File: config.mk
export PLATFORM = sky130hd
export DESIGN_NAME = nn_output_layer
export DESIGN_NICKNAME = d
export VERILOG_FILES = /design/src/rtl/nn_output_layer.sv
export SDC_FILE = /design/constraint.sdc
export NUM_CORES = 1
export LEC_CHECK = 0
export BUFFER_PORTS_ARGS = -buffer_cell sky130_fd_sc_hd__buf_2
export CELL_PAD_IN_SITES_DETAIL_PLACEMENT = 0
export CELL_PAD_IN_SITES_GLOBAL_PLACEMENT = 1
export CORE_MARGIN = 3
export CORE_UTILIZATION = 30
export CTS_CLUSTER_SIZE = 30
export DETAILED_ROUTE_END_ITERATION = 6
export GPL_TIMING_DRIVEN = 0
export PLACE_DENSITY_LB_ADDON = 0.1
export SLEW_MARGIN = 25
export SYNTH_ARGS = -nofsm -noshare
export SYNTH_HDL_FRONTEND = slang
export SYNTH_SLANG_ARGS = --single-unit
File: constraint.sdc
create_clock -name clk -period 8.2 [get_ports clk]
set_input_delay 0.82 -clock clk [delete_from_list [all_inputs] [get_ports clk]]
set_output_delay 0.82 -clock clk [all_outputs]
set_load 0.02 [all_outputs]
File: src/rtl/nn_output_layer.sv
// Output layer of the feed-forward NN: fetches one weight word, runs NHID MAC steps over the hidden vector,
// and reports per-output sums, sign bits and an argmax class. Optional weight cache: NN_OUTL_WCACHE_EN.
module nn_output_layer #(
    parameter int unsigned WWIDTH = 8,
    parameter int unsigned HWIDTH = 9,
    parameter int unsigned NHID   = 6,
    parameter int unsigned NOUT   = 2,
    parameter int unsigned ACC_W  = 20,
    parameter int unsigned WADDR  = 1,
    localparam int unsigned CLS_W = (NOUT > 1) ? $clog2(NOUT) : 1
) (
    input  logic                    clk,
    input  logic                    reset,
    input  logic                    in_valid,
    output logic                    in_ready,
    input  logic [NHID*HWIDTH-1:0]  h_flat,
    output logic [3:0]              mem_addr,
    output logic                    mem_rd,
    input  logic [255:0]            mem_rdata,
    output logic                    out_valid,
    input  logic                    out_ready,
    output logic [NOUT*ACC_W-1:0]   acc_flat,
    output logic [NOUT-1:0]         y,
    output logic [CLS_W-1:0]        cls
);

    localparam int unsigned K_W   = (NHID > 1) ? $clog2(NHID) : 1;
    localparam int unsigned WBITS = NOUT * NHID * WWIDTH;

    typedef enum logic [2:0] {
        S_IDLE,
        S_FETCH,
        S_LOAD,
        S_MAC,
        S_DONE
    } state_t;

    state_t                     r_state;
    state_t                     w_next;
    logic [K_W-1:0]             r_k;
    logic [NHID*HWIDTH-1:0]     r_h;
    logic [WBITS-1:0]           r_w;
    logic signed [ACC_W-1:0]    r_acc [NOUT];
`ifdef NN_OUTL_WCACHE_EN
    logic                       r_wvalid;
`endif

    logic                       w_accept;
    logic                       w_last;
    logic signed [HWIDTH-1:0]   w_h_k;
    logic signed [ACC_W-1:0]    w_hx;
    logic signed [WWIDTH-1:0]   w_wt  [NOUT];
    logic signed [ACC_W-1:0]    w_wx  [NOUT];
    logic signed [ACC_W-1:0]    w_sum [NOUT];
    logic signed [ACC_W-1:0]    w_best;
    logic [NOUT-1:0]            w_y;
    logic [CLS_W-1:0]           w_cls;

    assign mem_addr = 4'(WADDR);
    assign w_accept = in_valid && in_ready;
    assign w_last   = (r_k == K_W'(NHID - 1));

    generate
        if (WBITS < 256) begin : g_spare
            logic w_unused_rdata;
            assign w_unused_rdata = ^mem_rdata[255:WBITS];
        end
    endgenerate

    // State register
    always_ff @(posedge clk) begin
        if (reset) r_state <= S_IDLE;
        else       r_state <= w_next;
    end

    // Next-state logic
    always_comb begin
        w_next = r_state;
        case (r_state)
            S_IDLE: begin
                if (w_accept) begin
`ifdef NN_OUTL_WCACHE_EN
                    w_next = r_wvalid ? S_MAC : S_FETCH;
`else
                    w_next = S_FETCH;
`endif
                end
            end
            S_FETCH: w_next = S_LOAD;
            S_LOAD:  w_next = S_MAC;
            S_MAC:   if (w_last) w_next = S_DONE;
            S_DONE:  if (out_ready) w_next = S_IDLE;
            default: w_next = S_IDLE;
        endcase
    end

    // One MAC step for all outputs in parallel, plus sign bits and argmax of the updated sums
    always_comb begin
        w_h_k  = r_h[32'(r_k) * HWIDTH +: HWIDTH];
        w_hx   = {{(ACC_W - HWIDTH){w_h_k[HWIDTH-1]}}, w_h_k};
        w_y    = '0;
        w_cls  = '0;
        for (int j = 0; j < int'(NOUT); j++) begin
            w_wt[j]  = r_w[(32'(j) * NHID + 32'(r_k)) * WWIDTH +: WWIDTH];
            w_wx[j]  = {{(ACC_W - WWIDTH){w_wt[j][WWIDTH-1]}}, w_wt[j]};
            w_sum[j] = r_acc[j] + w_hx * w_wx[j];
            w_y[j]   = !w_sum[j][ACC_W-1] && (w_sum[j] != '0);
        end
        w_best = w_sum[0];
        // Strict compare keeps ties on the lowest index
        for (int j = 1; j < int'(NOUT); j++) begin
            if (w_sum[j] > w_best) begin
                w_best = w_sum[j];
                w_cls  = CLS_W'(j);
            end
        end
    end

    // Datapath and registered outputs
    always_ff @(posedge clk) begin
        if (reset) begin
            r_k       <= '0;
            r_h       <= '0;
            r_w       <= '0;
            for (int j = 0; j < int'(NOUT); j++) r_acc[j] <= '0;
`ifdef NN_OUTL_WCACHE_EN
            r_wvalid  <= 1'b0;
`endif
            in_ready  <= 1'b0;
            mem_rd    <= 1'b0;
            out_valid <= 1'b0;
            acc_flat  <= '0;
            y         <= '0;
            cls       <= '0;
        end else begin
            in_ready  <= (w_next == S_IDLE);
            mem_rd    <= (w_next == S_FETCH);
            out_valid <= (w_next == S_DONE);
            case (r_state)
                S_IDLE: begin
                    if (w_accept) begin
                        r_h <= h_flat;
                        r_k <= '0;
                        for (int j = 0; j < int'(NOUT); j++) r_acc[j] <= '0;
                    end
                end
                S_LOAD: begin
                    r_w <= mem_rdata[WBITS-1:0];
`ifdef NN_OUTL_WCACHE_EN
                    r_wvalid <= 1'b1;
`endif
                end
                S_MAC: begin
                    r_k <= r_k + K_W'(1);
                    for (int j = 0; j < int'(NOUT); j++) r_acc[j] <= w_sum[j];
                    if (w_last) begin
                        for (int j = 0; j < int'(NOUT); j++) acc_flat[j*ACC_W +: ACC_W] <= w_sum[j];
                        y   <= w_y;
                        cls <= w_cls;
                    end
                end
                default: ;
            endcase
        end
    end

endmodule

After elaboration in Yosys (flattened, before gate mapping)
Memories as Yosys holds them, arrays and structs flattened.
Index checks and enable logic that the tools add are counted.

cells by class
  $add $sub $neg = 4
  $mul = 3
  eq/ne operators = 8
  shift operators = 3
  reduce and logical (&&, ||, !) cells = 13
  order comparisons = 1
  mux-type cells = 20
  bitwise logic cells = 4

operator list
  kind                                                                   number
  96-bit by 7-bit variable part select with 8-bit output                 1
  96-bit by 8-bit variable part select with 8-bit output                 1
  20-bit 2-to-1 mux                                                      4
  54-bit by 8-bit variable part select with 9-bit output                 1
  20-bit by 17-bit adder with 20-bit output                              2
  20-bit nonzero test                                                    2
  9-bit by 8-bit multiplier with 17-bit output                           2
  20-bit > comparator                                                    1
  3-bit one-hot mux with 5 select lines                                  1
  3-bit 2-to-1 mux                                                       4
  1-bit 2-to-1 mux                                                       10
  3-bit equality test, second input constant                             3
  3-bit by 4-bit multiplier with 7-bit output, second input constant     1
  3-bit by 1-bit equality test with 1-bit output, second input constant  2
  3-bit by 2-bit equality test with 1-bit output, second input constant  2
  3-bit zero test                                                        2
  3-bit one-hot mux with 2 select lines                                  1
  2-bit AND reduction                                                    3
  3-bit by 3-bit adder with 4-bit output, first input constant           1
  1-bit OR                                                               4
  3-bit by 1-bit adder with 3-bit output, second input constant          1
  1-bit logical AND                                                      3
  1-bit zero test                                                        2
  2-bit inequality test, second input constant                           1
  2-bit nonzero test                                                     1

storage, ports and cells
  word-level logic and storage cells = 67
  bits in writable memories = 40
  memories kept = 1
  register bits = 202

memory list
  memory  depth  bits a word  read ports  clocked after Yosys merged registers in  write ports  RTL line  text
  r_acc   2      20           2           0                                        2            43        logic signed [ACC_W-1:0] r_acc [NOUT];

Longest topological paths before layout
  depth after elaboration = 7
  gate-level depth with buffers = 34
  depth with buffers taken out = 31

Worst setup path after synthesis
Ideal clock, no wire load.

  path kind = register to register
  start = reg r_k[0]
  end = reg cls
  data required time = 8.079 ns
  stages on the path, launching flop included = 29
  setup slack = 0.303 ns
  data arrival time = 7.777 ns
  cell sequence = dfxtp_1 -> buf_2 -> buf_4 -> buf_4 -> buf_2 -> mux2i_1 -> o21ai_1 -> inv_1 -> nor2_1 -> inv_1 -> fa_1 -> inv_1 -> fa_1 -> fa_1 -> fa_1 -> ha_1 -> ha_1 -> nor2b_2 -> nor4_4 -> nor3b_1 -> o211a_1 -> nor2_1 -> xnor2_1 -> ha_1 -> nand2_1 -> or4_2 -> o32a_1 -> o2111ai_1 -> nand2_1

RTL lines
  item                    RTL line  text
  start, declared         40        logic [K_W-1:0] r_k;
  start signal, assigned  154       r_k <= r_k + K_W'(1);
  end signal, assigned    159       cls <= w_cls;
  end, declared           24        output logic [CLS_W-1:0] cls

Worst setup path after layout
  start = reg r_k[1]
  end = reg cls

on the way
  word-level cells in the longest chain between the ends = 6
  elaborated cells on any way between the ends = 13
  those cells by class = add/sub: 3; mul: 3; order compare: 1; eq/ne: 1; shift: 3; mux: 1; reduce/logical: 1

ends and longest elaborated chain
  item                                                                                                                                     RTL line  text
  3-bit by 4-bit multiplier with 7-bit output / 3-bit by 3-bit adder with 4-bit output (equally long branches)                             99, 104
  54-bit by 8-bit variable part select with 9-bit output / 96-bit by 8-bit variable part select with 8-bit output (equally long branches)  99, 104
  9-bit by 8-bit multiplier with 17-bit output                                                                                             106       w_sum[j] = r_acc[j] + w_hx * w_wx[j];
  20-bit by 17-bit adder with 20-bit output                                                                                                106
  20-bit > comparator                                                                                                                      112       if (w_sum[j] > w_best) begin
  1-bit 2-to-1 mux                                                                                                                         112

Several ways; a longest one is shown, not always the timed one.
A chain may end at the register's enable or synchronous reset.

==> impl_metrics.py <==
metrics = {
    "outcome": {
        "status": "finished, final reports clean",
    },
    "yosys": {
        "synth_top_area_share_pct": 23.0,
        "synthesis.area_um2": 17600,
        "yosysTopAreaCell": "dfxtp_1",
        "synth_edf_count": 40,
        "synth_area_leaders": "dfxtp_1 (23%), fa_1 (21%), nand2_1 (8.3%)",
        "synth_warnings": 0,
        "synth_top_flop_cell": "dfxtp_1",
        "ys_seq_area_share_pct": 29.9,
        "synth.avg_cell_area_um2": 9.07,
        "async_flop_share_pct": 0,
        "ys_types": 73,
        "ys_ff_latch": 242,
        "ys_top_cells_by_count": "nand2_1 (389), a21oi_1 (212), dfxtp_1 (202)",
        "synthCells": 1936,
        "synth.most_common_cell": "nand2_1",
    },
    "setup_path": {
        "crit_type": "reg2reg",
        "r2r_start": "r_k[1]",
        "cp_top_family": "adder cells",
        "startpoint": "r_k[1]",
        "endpoint_kind": "flip-flop",
        "arrival_ns": 8.37,
        "worstPathRequired_ns": 8.67,
        "worst_setup_path_start_kind": "flip-flop",
        "critical-path-max-stage-delay_ns": 0.57,
        "cp_slowest_cell": "or4_1",
        "path_buf_inv": 5,
        "path_max_fanout": 10,
        "cpMostUsedCell": "fa_1",
    },
    "place": {
        "portBuffers": 198,
        "gp_congestion": 0.821,
        "dpl.hpwl_um": 50400,
        "post-place-ws_ns": -1.64,
    },
    "final_layout": {
        "postLayoutCoreUtil_pct": 37.0,
        "diodes": 0,
        "regArea_um2": 5250,
        "n_fill_cell": 5976,
        "multi_input_area_um2": 11600,
        "final_nets": 2813,
        "areaGrowthSynthToFinish_pct": 21.9,
        "layout-drive-gt1-share_pct": 19.7,
    },
    "floorplan": {
        "io_pins": 364,
        "die_w_um": 248,
        "die_h_um": 248,
        "start_util_pct": 30.4,
        "dieArea_um2": 61500,
        "design.core.area_um2": 57800,
        "row_count": 88,
    },
    "sta": {
        "tightest_slew_ns": 0.876,
        "report.final.slew_viol_count": 0,
        "setup_viol": 0,
        "finalHoldViolations": 0,
        "slew_headroom_pct": 41.2,
        "timing.final.ws_setup_ns": 0.301,
        "skew_ns": 0.0228,
        "period_needed_ns": 7.90,
        "fmax_mhz": 127,
        "fin_crit_sh_pct": 96.3,
    },
    "power": {
        "ir_drop_uv": 143,
        "powerDensity_nw_per_um2": 165,
        "leakage_uw": 0.00926,
        "finalPower_uw": 3520,
    },
    "global_routing": {
        "gr-total-overflow": 0,
        "grt_pass1_vias": 15400,
        "grt_first_pass_wirelength_um": 93800,
        "antenna_found_initial": 0,
        "grt_max_degree": 42,
        "grt_usage_pct": 20.5,
    },
    "drt": {
        "vias": 14300,
        "drcViolationCount": 0,
        "dr.pass1.iters": 5,
        "ant_nets": 0,
        "viasPerCell": 4.79,
        "avgRoutedWirePerCell_um": 20.8,
        "drt_iter0_drc": 719,
        "drt-total-wl_um": 62100,
    },
    "clock_network": {
        "clkTransAtPathRegs_ns": 0.06,
        "ctsRootBufferMaster": "clkbuf_16",
        "cts_tree": "yes",
        "cts_sinks": 242,
        "clockBufferDepth": 3,
        "htreeDepth": 1,
        "cts_buffers": 30,
        "hold_buffers": 0,
        "clk_latency_ns": 0.59,
    },
    "run": {
        "maxCapViolations": 0,
    },
    "hold_path": {
        "hold_class": "reg2reg",
        "holdCritStartpoint": "r_h[21]",
    },
}
==> placed cells by master (no fill, tap or decap), types with 9 or more instances in the layout <==
cell	netlist	routed
nor2_1	179	172
xnor2_1	25	23
a211oi_1	10	9
nor2b_1	13	10
buf_2	4	200
mux4_2	33	33
dfxtp_1	202	201
nand2_1	389	387
clkbuf_16	0	33
or2_2	17	17
nand2b_1	20	20
fa_1	182	182
nand3_1	11	10
o21ai_0	13	11
edfxtp_1	40	40
nor3_1	18	17
a21oi_1	212	195
mux2i_1	25	16
and2_1	15	15
o21a_1	11	11
ha_1	112	111
clkbuf_1	80	77
a21oi_4	0	13
inv_1	197	197
buf_4	6	37
==> final cells by class <==
type,count,area share [%]
Timing Repair Buffer,235,6.23
Clock inverter,8,0.257
Sequential cell,242,24.5
Clock buffer,47,4.38
Buffer,97,2.37
Tap cell,765,4.47
Multi-Input combinational cell,1400,54.3
Inverter,199,3.49
==> report_power, final <==
group          total [uW]  internal, uW  switching, uW
registers            1310          1280           37.6
logic                 874           327            547
clock network        1340           783            552
total                3520          2390           1140
==> layer usage <==
layer,share of wire [%],global-route usage [%],vias to the layer above,wire (um)
met2,48,34.9,264,30100
li1,-,-,6853,-
met4,1.7,3.96,0,1050
met1,46,27.7,7148,28700
met3,3.7,3.11,57,2270
met5,0,0,-,0
==> state kept, by name, indices dropped and copies added, names as in the netlist, 2 cells and up <==
signal	cells
r_w	96
r_h	54
acc_flat	40
r_acc	40
r_k	3
r_state	3
y	2
==> worst register-to-register path: cells and delay by family, from the launching register on <==
family                     cells  cell delay, ns
muxes                          2            0.75
buffers and inverters          5            1.01
adders and majority gates      7            2.88
DFF                            1            0.33
AOI/OAI and AO/OA              4            0.83
and+or+nand+nor                7            1.96
==> metrics by stage <==
| stage | hold WS (ns) | area, um^2 | instances | TNS (ns) |
|---|---|---|---|---|
| floorplan | 0.433 | 17600 | 1938 | 0 |
| global placement | 0.442 | 19500 | 2901 | -9.16 |
| detailed placement | 0.446 | 19600 | 2902 | -3.02 |
| CTS | 0.430 | 21200 | 2985 | 0 |
| global route | 0.460 | 21400 | 2993 | -0.00627 |
| finish | 0.452 | 21400 | 2993 | 0 |
==> repair_timing <==
| action | in CTS | in global routing |
|---|---|---|
| resized for setup | 77 | 47 |
| gates cloned | 0 | 1 |
| pin swaps | 4 | 6 |
| setup buffers | 29 | 7 |
| endpoints found under the setup margin | 15 | 1 |
==> cells by family (layout without fill, tap and decap cells) <==
logic type               after synthesis  count (layout)  share of synthesized area [%]
AND/OR/NAND/NOR                      707             707                           17.3
AO/OA/AOI/OAI                        298             299                           9.75
buffers and inverters                297             586                           6.62
adder cells (fa/ha/maj)              294             294                           28.7
flip-flops                           242             242                           29.9
multiplexers                          60              60                           5.78
XOR/XNOR                              36              36                           1.88
other                                  2               4                         0.0427
==> final timing paths <==
path	to	slack, ns	depth (start not counted)
worst max-delay path	cls	0.30	25
worst min-delay path	r_h[21]	0.45	2
worst max register to register	cls	0.30	25
worst min register to register	r_h[21]	0.45	2
(Power assumes the default switching activity.)
